<file path="src/rtl/clk_ctrl_pkg.sv">
// Shared types and defaults for the clock ratio detector.
// Optional input synchronizer: define CLK_RATIO_DETECTOR_SYNC_EN.
package clk_ctrl_pkg;

   localparam int RATIO_WIDTH_DEF = 8;
   localparam int LOCK_COUNT_DEF  = 4;

   typedef enum logic [1:0] {
      IDLE      = 2'd0,
      MEAS_HIGH = 2'd1,
      MEAS_LOW  = 2'd2,
      STALL     = 2'd3
   } state_t;

   function automatic logic duty_bad(input int hi, input int lo);
      int diff;
      diff = (hi > lo) ? (hi - lo) : (lo - hi);
      return diff > 1;
   endfunction

endpackage

</file>
<file path="src/rtl/clk_edge_detect.sv">
// Rise/fall detector for the divided clock under measurement.
// CLK_RATIO_DETECTOR_SYNC_EN adds a two-flop synchronizer ahead of in_q.
module clk_edge_detect (
   input  logic clk,
   input  logic rest,
   input  logic div_clk_in,
   output logic rise,
   output logic fall
);

   logic in_q;
   logic src;

`ifdef CLK_RATIO_DETECTOR_SYNC_EN
   logic s1_q;
   logic s2_q;

   always_ff @(posedge clk or posedge rest) begin
      if (rest) begin
         s1_q <= 1'b0;
         s2_q <= 1'b0;
         in_q <= 1'b0;
      end else begin
         s1_q <= div_clk_in;
         s2_q <= s1_q;
         in_q <= s2_q;
      end
   end

   assign src = s2_q;
`else
   always_ff @(posedge clk or posedge rest) begin
      if (rest) begin
         in_q <= 1'b0;
      end else begin
         in_q <= div_clk_in;
      end
   end

   assign src = div_clk_in;
`endif

   assign rise = src & ~in_q;
   assign fall = ~src & in_q;

endmodule

</file>
<file path="src/rtl/clk_ratio_detector.sv">
// Measures period and duty of a divided clock in clk cycles, with lock/stall.
// CLK_RATIO_DETECTOR_SYNC_EN enables the input synchronizer in clk_edge_detect.
module clk_ratio_detector
   import clk_ctrl_pkg::*;
#(
   parameter int ratio_width = RATIO_WIDTH_DEF,
   parameter int lock_count  = LOCK_COUNT_DEF
) (
   input  logic                   clk,
   input  logic                   rest,
   input  logic                   div_clk_in,
   output logic [ratio_width-1:0] measured_ratio,
   output logic [ratio_width-1:0] high_len,
   output logic [ratio_width-1:0] low_len,
   output logic                   meas_valid,
   output logic                   ratio_locked,
   output logic                   stalled,
   output logic                   duty_err
);

   localparam int MW = $clog2(lock_count + 1);
   localparam logic [ratio_width-1:0] MAX_W = '1;
   localparam logic [ratio_width-1:0] ONE_W = 1;
   localparam logic [MW-1:0]          ONE_M = 1;

   state_t                 state_q;
   logic [ratio_width-1:0] hi_cnt_q;
   logic [ratio_width-1:0] lo_cnt_q;
   logic [ratio_width-1:0] ratio_q;
   logic [ratio_width-1:0] high_q;
   logic [ratio_width-1:0] low_q;
   logic [MW-1:0]          match_q;
   logic                   valid_q;
   logic                   locked_q;
   logic                   stalled_q;
   logic                   duty_q;

   logic                   rise;
   logic                   fall;
   logic [ratio_width:0]   sum_d;
   logic [ratio_width-1:0] ratio_d;
   logic [ratio_width-1:0] hi_inc_d;
   logic [ratio_width-1:0] lo_inc_d;
   logic                   same_d;
   logic [MW-1:0]          match_d;
   logic                   locked_d;
   logic                   duty_d;

   clk_edge_detect u_edge (
      .clk        (clk),
      .rest       (rest),
      .div_clk_in (div_clk_in),
      .rise       (rise),
      .fall       (fall)
   );

   always_comb begin
      sum_d    = {1'b0, hi_cnt_q} + {1'b0, lo_cnt_q};
      ratio_d  = sum_d[ratio_width] ? MAX_W : sum_d[ratio_width-1:0];
      hi_inc_d = hi_cnt_q + ONE_W;
      lo_inc_d = lo_cnt_q + ONE_W;
      same_d   = (ratio_d == ratio_q);
      duty_d   = duty_bad(int'(hi_cnt_q), int'(lo_cnt_q));
      match_d  = ONE_M;
      if (same_d) begin
         match_d = (int'(match_q) >= lock_count) ? match_q : match_q + ONE_M;
      end
      locked_d = (int'(match_d) >= lock_count);
   end

   always_ff @(posedge clk or posedge rest) begin
      if (rest) begin
         state_q   <= IDLE;
         hi_cnt_q  <= '0;
         lo_cnt_q  <= '0;
         ratio_q   <= '0;
         high_q    <= '0;
         low_q     <= '0;
         match_q   <= '0;
         valid_q   <= 1'b0;
         locked_q  <= 1'b0;
         stalled_q <= 1'b0;
         duty_q    <= 1'b0;
      end else begin
         valid_q <= 1'b0;
         case (state_q)
            IDLE, STALL: begin
               if (rise) begin
                  state_q  <= MEAS_HIGH;
                  hi_cnt_q <= ONE_W;
                  lo_cnt_q <= ONE_W;
               end
            end
            MEAS_HIGH: begin
               if (fall) begin
                  state_q  <= MEAS_LOW;
                  lo_cnt_q <= ONE_W;
               end else if (hi_inc_d == MAX_W) begin
                  state_q   <= STALL;
                  hi_cnt_q  <= MAX_W;
                  stalled_q <= 1'b1;
                  locked_q  <= 1'b0;
                  match_q   <= '0;
               end else begin
                  hi_cnt_q <= hi_inc_d;
               end
            end
            MEAS_LOW: begin
               if (rise) begin
                  state_q   <= MEAS_HIGH;
                  high_q    <= hi_cnt_q;
                  low_q     <= lo_cnt_q;
                  ratio_q   <= ratio_d;
                  valid_q   <= 1'b1;
                  duty_q    <= duty_d;
                  stalled_q <= 1'b0;
                  match_q   <= match_d;
                  locked_q  <= locked_d;
                  hi_cnt_q  <= ONE_W;
               end else if (lo_inc_d == MAX_W) begin
                  state_q   <= STALL;
                  lo_cnt_q  <= MAX_W;
                  stalled_q <= 1'b1;
                  locked_q  <= 1'b0;
                  match_q   <= '0;
               end else begin
                  lo_cnt_q <= lo_inc_d;
               end
            end
            default: state_q <= IDLE;
         endcase
      end
   end

   assign measured_ratio = ratio_q;
   assign high_len       = high_q;
   assign low_len        = low_q;
   assign meas_valid     = valid_q;
   assign ratio_locked   = locked_q;
   assign stalled        = stalled_q;
   assign duty_err       = duty_q;

endmodule
</file>
<file path="config.mk">
export PLATFORM = sky130hd
export DESIGN_NAME = clk_ratio_detector
export DESIGN_NICKNAME = d
export VERILOG_FILES = /design/src/rtl/clk_ctrl_pkg.sv /design/src/rtl/clk_edge_detect.sv /design/src/rtl/clk_ratio_detector.sv
export SDC_FILE = /design/constraint.sdc
export NUM_CORES = 1
export LEC_CHECK = 0
export BUFFER_PORTS_ARGS = -buffer_cell sky130_fd_sc_hd__buf_2
export CAP_MARGIN = 5
export CORE_ASPECT_RATIO = 0.8
export CORE_MARGIN = 1
export CORE_UTILIZATION = 26
export CTS_CLUSTER_SIZE = 10
export DETAILED_ROUTE_END_ITERATION = 10
export PLACE_DENSITY_LB_ADDON = 0.05
export SYNTH_ARGS = -nofsm -noshare
export SYNTH_HDL_FRONTEND = slang
export SYNTH_SLANG_ARGS = --single-unit
</file>
<file path="constraint.sdc">
create_clock -name clk -period 6.37 [get_ports clk]
set_input_delay 1.274 -clock clk [delete_from_list [all_inputs] [get_ports clk]]
set_output_delay 1.274 -clock clk [all_outputs]
set_load 0.005 [all_outputs]
</file>
==> results of run 1 <==
## cells by family (layout without fill, tap and decap cells)
kind of cell               Yosys count  after routing  synth area share [%]
AOI/OAI and AO/OA                  136            136                  24.2
muxes                                1              1                 0.267
DFF                                 49             49                  32.8
adders and majority gates           35             35                  12.3
and+or+nand+nor                    152            152                  21.0
buffers and inverters               49             73                  5.35
xor gates and xnor gates            18             18                  4.21
## routing by layer
layer,routed length (um),up-vias
met4,120,0
met5,0,-
met3,263,11
met1,6350,1571
li1,-,1622
met2,4620,43
## flip-flops by register name, summed over array words and instances, names as in the netlist
| register | count |
|---|---|
| stalled | 1 |
| u_edge.in_q | 1 |
| measured_ratio | 8 |
| duty_err | 1 |
| high_len | 8 |
| state_q | 2 |
| low_len | 8 |
| match_q | 3 |
| lo_cnt_q | 8 |
| meas_valid | 1 |
| hi_cnt_q | 8 |
## worst max-delay path: stages (launching register included)
cell	delay [ns]
dfrtp_1	0.46
inv_1	0.11
ha_1	0.78
nor2b_1	0.24
a2111o_1	0.45
a211oi_1	0.48
a2111oi_0	0.14
o211ai_1	0.24
o211ai_2	0.18
a41oi_1	0.26
o22ai_1	0.11
## power by group through the flow
stage / clock [W] / sequential, W / combinational, W
after detailed placement: 0 / 0.000470 / 0.000788
final: 0.000324 / 0.000465 / 0.000788
after global routing: 0.000348 / 0.000479 / 0.000879
after CTS: 0.000336 / 0.000465 / 0.000793
after floorplan: 0 / 0.000446 / 0.000569
after global placement: 0 / 0.000469 / 0.000795
## Yosys cell counts (10+ instances only)
cell / instances / share of area [%]
ha_1: 32 / 11
nor3_1: 11 / 1.5
clkbuf_1: 10 / 1.0
xnor2_1: 10 / 2.3
dfrtp_1: 49 / 33
nor2_1: 26 / 2.6
a21oi_1: 21 / 2.8
nand3_1: 16 / 2.1
nand2b_1: 11 / 1.8
inv_1: 31 / 3.1
o21ai_0: 44 / 5.9
nand2_1: 44 / 4.4
## worst min-delay path by stage
stage	from	end	slack, ns	depth (start not counted)
after floorplan	high_len[0]	high_len[0]	0.47	2
after global placement	stalled	stalled	0.46	2
after detailed placement	low_len[2]	low_len[2]	0.47	2
after CTS	low_len[2]	low_len[2]	0.48	2
after global routing	duty_err	duty_err	0.51	2
final	low_len[2]	low_len[2]	0.48	2
## placed cells by master, fill, tap and decap left out, types with 4 or more instances in the layout
cell	Yosys	routed
nand4_1	5	5
nand2_1	44	44
clkbuf_16	0	5
nand3_1	16	16
nor3_1	11	11
dfrtp_1	49	49
nor2b_1	7	7
o21a_1	5	5
o31ai_1	8	8
o21ai_0	44	44
or3_1	5	5
ha_1	32	32
nor2_1	26	26
and3_1	6	6
a21oi_1	21	21
a211oi_1	5	5
a21o_1	4	4
xnor2_1	10	10
o22ai_1	4	4
a31oi_1	9	9
buf_2	3	30
inv_1	31	30
xor2_1	8	8
and2_1	6	6
nand2b_1	11	11
## through the flow
step	utilization [%]	power, W	instance area [um2]	hold WS, ns
floorplan	-	0.00101	3740	0.473
global placement	29.5	0.00126	4060	0.462
detailed placement	29.5	0.00126	4060	0.467
CTS	30.7	0.00159	4240	0.485
global route	30.7	0.00171	4240	0.513
finish	30.7	0.00158	4240	0.481
## cell type report
type                            instances  area [um2]
Clock buffer                            5         125
Clock inverter                          3        50.0
Fill cell                            1488        9550
Inverter                               32         120
Multi-Input combinational cell        342        2320
Sequential cell                        49        1230
Tap cell                              180         225
Timing Repair Buffer                   33         173
==> flow_metrics.env, run 1 <==
export IMPL_status="completed"
export IMPL_num_antenna_cells=0
export IMPL_die_h_um=109
export IMPL_maxSlewViolCount=0
export IMPL_relSlewSlack_pct=33.9
export IMPL_cts_setup_buffers=0
export IMPL_ant_nets=0
export IMPL_drc_errors=0
export IMPL_cts_tree="yes"
export IMPL_cts_hold_buf=0
export IMPL_finalCritPeriodShare_pct=56.2
export IMPL_p_seq_share_pct=29.5
export IMPL_setup_tns_ns=0
export IMPL_globalRoute_busiestLayer="met1"
export IMPL_reg2reg_from="hi_cnt_q[4]"
export IMPL_rrSetupSlack_ns=2.79
export IMPL_fp_dieW_um=136
export IMPL_crit_end="match_q[1]"
export IMPL_netlist_instances=440
export IMPL_fin_skew_ns=0.00791
export IMPL_p_int_w=0.000899
export IMPL_port_buffers=30
export IMPL_pwr_share_clk_pct=20.6
export IMPL_synthesis_area_um2=3740
export IMPL_grtUsageMet3_pct=2.26
export IMPL_initialDrtViolationCount=190
export IMPL_rows=38
export IMPL_finalNetCount=501
export IMPL_initial_utilization_pct=27.2
export IMPL_synth_edf_count=0
export IMPL_post_cts_resized=0
export IMPL_min_path_type="reg2reg"
export IMPL_area_growth_pct=13.2
export IMPL_track_usage_pct=16.0
export IMPL_grt_pass1_vias=3160
export IMPL_wl_per_cell_um=17.6
export IMPL_synth_cell_types=62
export IMPL_crit_type="reg2reg"
export IMPL_syn_num_nets=478
export IMPL_via_per_inst=5.04
export IMPL_worstPathRequired_ns=6.55
export IMPL_clock_path_buffers=2
export IMPL_p_leak_nw=1.89
export IMPL_ys_flop_type="dfrtp_1"
export IMPL_place_ws_ns=2.83
export IMPL_grt_max_degree=50
export IMPL_endpoint_kind="flip-flop"
export IMPL_vias=3247
export IMPL_fmax_mhz=279
export IMPL_switching_share_pct=43.0
export IMPL_layout_setup_ws_ns=2.79
export IMPL_async_reset_ff_share_pct=100
export IMPL_hpwlAfterDp_um=8590
export IMPL_stdcell_count=644
export IMPL_clkSinkCount=49
export IMPL_rsz0062_at_grt="false"
export IMPL_seq_area_frac_synth_pct=32.8
export IMPL_clock_latency_ns=0.30
export IMPL_drive_gt1_share_pct=11.2
export IMPL_peakVddDrop_v=0.000155
export IMPL_yosysWarnings=0
export IMPL_dr_pass1_iters=5
export IMPL_setup_viol=0
export IMPL_cts_max_level=2
export IMPL_ys_ff_latch=49
export IMPL_overflow=0
export IMPL_dp_cells=636
export IMPL_antenna_found_initial=0
export IMPL_dieArea_um2=14900
export IMPL_worstPathArrival_ns=3.76
export IMPL_numCtsBuffers=5
export IMPL_ioPinCount=31
export IMPL_power_switching_w=0.000677
export IMPL_p_comb_share_pct=50.0
export IMPL_worst_slew_pin_slew_ns=0.989
export IMPL_clkSlewWorstSetupHoldPaths_ns=0.08
export IMPL_timing_critical_path_from_type="flip-flop"
export IMPL_wirelength_um=11400
export IMPL_fin_crit_ns=3.58
export IMPL_gp_congestion=0.851
export IMPL_finalHoldViolCount=0
export IMPL_syn_avg_cell_area_um2=8.51
export IMPL_core_um2=13800
export IMPL_grt_use_met1_pct=25.2
export IMPL_crit_fanout=23
export IMPL_ctsRootBufferMaster="clkbuf_16"
export IMPL_maxCapViolCount=0
export IMPL_critical_path_startpoint="hi_cnt_q[4]"
export IMPL_reg2reg_depth=10
export IMPL_grt_use_met2_pct=22.2
export IMPL_rr_endpoint="match_q[1]"
export IMPL_power_density_nw_per_um2=372
export IMPL_grt_pass1_wl_um=18100
Power figures use the tool's default switching activity.
==> inputs of run 2 (changes only) <==
- clock period: 6.37 -> 3.2 ns (I/O delays scaled with it)
==> run 2 against run 1 <==
Via count is 3.7% higher. Maximum frequency rose by 18%. Flip-flop and latch count is the same. Non-clock buffer count increased by 27. Cell area is 4.8% higher. Global-route usage increased by 1.3 points. Critical endpoint is now match_q[0].
==> flow_metrics.env, run 2 (synthesized netlist as in run 1, its figures left out) <==
export IMPL_clock_latency_ns=0.31
export IMPL_ioPinCount=31
export IMPL_min_path_type="in2async"
export IMPL_finalPower_w=0.00314
export IMPL_nFillCells=1500
export IMPL_crit_family="simple AND/OR/NAND/NOR gates"
export IMPL_setup_tns_ns=0
export IMPL_hold_slack_ns=0.314
export IMPL_grt_pass1_wl_um=19200
export IMPL_rows=38
export IMPL_cts_setup_buffers=0
export IMPL_power_switching_w=0.00134
export IMPL_drive_gt1_share_pct=16.7
export IMPL_finalCritPeriodShare_pct=94.5
export IMPL_dr_pass1_iters=5
export IMPL_hpwlAfterDp_um=9040
export IMPL_fin_crit_ns=3.02
export IMPL_track_usage_pct=17.3
export IMPL_initialDrtViolationCount=198
export IMPL_fp_dieW_um=136
export IMPL_layout_commonest_cell="dfrtp_1"
export IMPL_fmax_mhz=331
export IMPL_initial_utilization_pct=27.2
export IMPL_cts_tree="yes"
export IMPL_worstPathArrival_ns=3.23
export IMPL_finalHoldViolCount=0
export IMPL_worst_slew_pin_slew_ns=0.510
export IMPL_pwr_share_clk_pct=18.6
export IMPL_num_antenna_cells=0
export IMPL_crit_cells=10
export IMPL_gp_congestion=0.811
export IMPL_via_per_inst=5.02
export IMPL_wl_per_cell_um=17.6
export IMPL_dieArea_um2=14900
export IMPL_antenna_found_initial=0
export IMPL_worstPathRequired_ns=3.40
export IMPL_die_h_um=109
export IMPL_placed_area_um2=4260
export IMPL_maxCapViolCount=0
export IMPL_fin_skew_ns=0.00747
export IMPL_vias=3366
export IMPL_p_int_w=0.00180
export IMPL_relSlewSlack_pct=65.1
export IMPL_wirelength_um=11800
export IMPL_critPathSlowestCell="or4_4"
export IMPL_ctsRootBufferMaster="clkbuf_16"
export IMPL_core_um2=13800
export IMPL_crit_buf_inv=0
export IMPL_p_comb_share_pct=53.9
export IMPL_design_area_um2=4440
export IMPL_drc_errors=0
export IMPL_switching_share_pct=42.7
export IMPL_endpoint_kind="flip-flop"
export IMPL_power_density_nw_per_um2=707
export IMPL_area_growth_pct=18.6
export IMPL_status="completed"
export IMPL_peakVddDrop_v=0.000259
export IMPL_finalNetCount=528
export IMPL_critPathMaxStageDelay_ns=0.53
export IMPL_p_leak_nw=2.01
export IMPL_grt_pass1_vias=3229
export IMPL_reg2reg_depth=10
export IMPL_final_cell_mix="dfrtp_1 (48), o21ai_0 (44), nand2_1 (44), ha_1 (32)"
export IMPL_grt_max_degree=46
export IMPL_cts_hold_buf=0
export IMPL_maxSlewViolCount=0
export IMPL_clkSlewWorstSetupHoldPaths_ns=0.07
export IMPL_clock_path_buffers=2
export IMPL_port_buffers=30
export IMPL_overflow=0
export IMPL_timing_critical_path_from_type="flip-flop"
export IMPL_cts_max_level=2
export IMPL_setup_viol=0
export IMPL_crit_type="reg2reg"
export IMPL_clkSinkCount=49
export IMPL_ant_nets=0
export IMPL_crit_fanout=4
export IMPL_p_seq_share_pct=27.5
export IMPL_post_cts_resized=0
export IMPL_path_cells="ha_1 > fa_2 > nor2b_1 > o21a_1 > o2111a_1 > or2_4 > or4_4 > o211ai_2 > a41oi_1 > o22a_1"
export IMPL_numCtsBuffers=5
-- run 2: worst paths after layout --
check | startpoint | end | slack [ns]
hold reg to reg | duty_err | duty_err | 0.48
setup reg to reg | hi_cnt_q[0] | match_q[0] | 0.18
min in group clk | duty_err | duty_err | 0.48
hold / removal | rest | low_len[5] | 0.31
max in group asynchronous | rest | hi_cnt_q[1] | 2.09
setup / recovery | hi_cnt_q[0] | match_q[0] | 0.18
-- run 2: power by group through the flow --
stage	Combinational (W)	Clock, W	Sequential (W)
floorplan	0.00113	0	0.000887
global placement	0.00167	0	0.000870
detailed placement	0.00167	0	0.000874
CTS	0.00167	0.000612	0.000865
global route	0.00192	0.000634	0.000890
finish	0.00169	0.000583	0.000863
-- run 2: per-layer routing --
layer / vias up / track usage (%) / share of wire [%]
met5: - / 0 / 0
met4: 0 / 5.56 / 1.5
met3: 10 / 2.67 / 3.2
met2: 44 / 23.6 / 40
met1: 1634 / 27.0 / 55
li1: 1678 / - / -
-- run 2: through the flow --
stage / util (%) / worst slack (ns) / cells
2_1_floorplan: - / 0.190 / 440
3_3_place_gp: 30.9 / 0.151 / 663
3_5_place_dp: 30.9 / 0.120 / 663
4_1_cts: 32.1 / 0.125 / 671
5_1_grt: 32.2 / -0.00578 / 671
6_report: 32.2 / 0.176 / 671
-- run 2: area by class of cell --
cell class / instances / area [um2] / area share, %
inverter: 32 / 120 / 2.71
clock inverter: 2 / 16.3 / 0.366
timing repair buffer: 60 / 375 / 8.46
sequential: 49 / 1230 / 27.6
clock buffer: 6 / 139 / 3.13
multi-input combinational: 342 / 2340 / 52.6
tap: 180 / 225 / 5.07
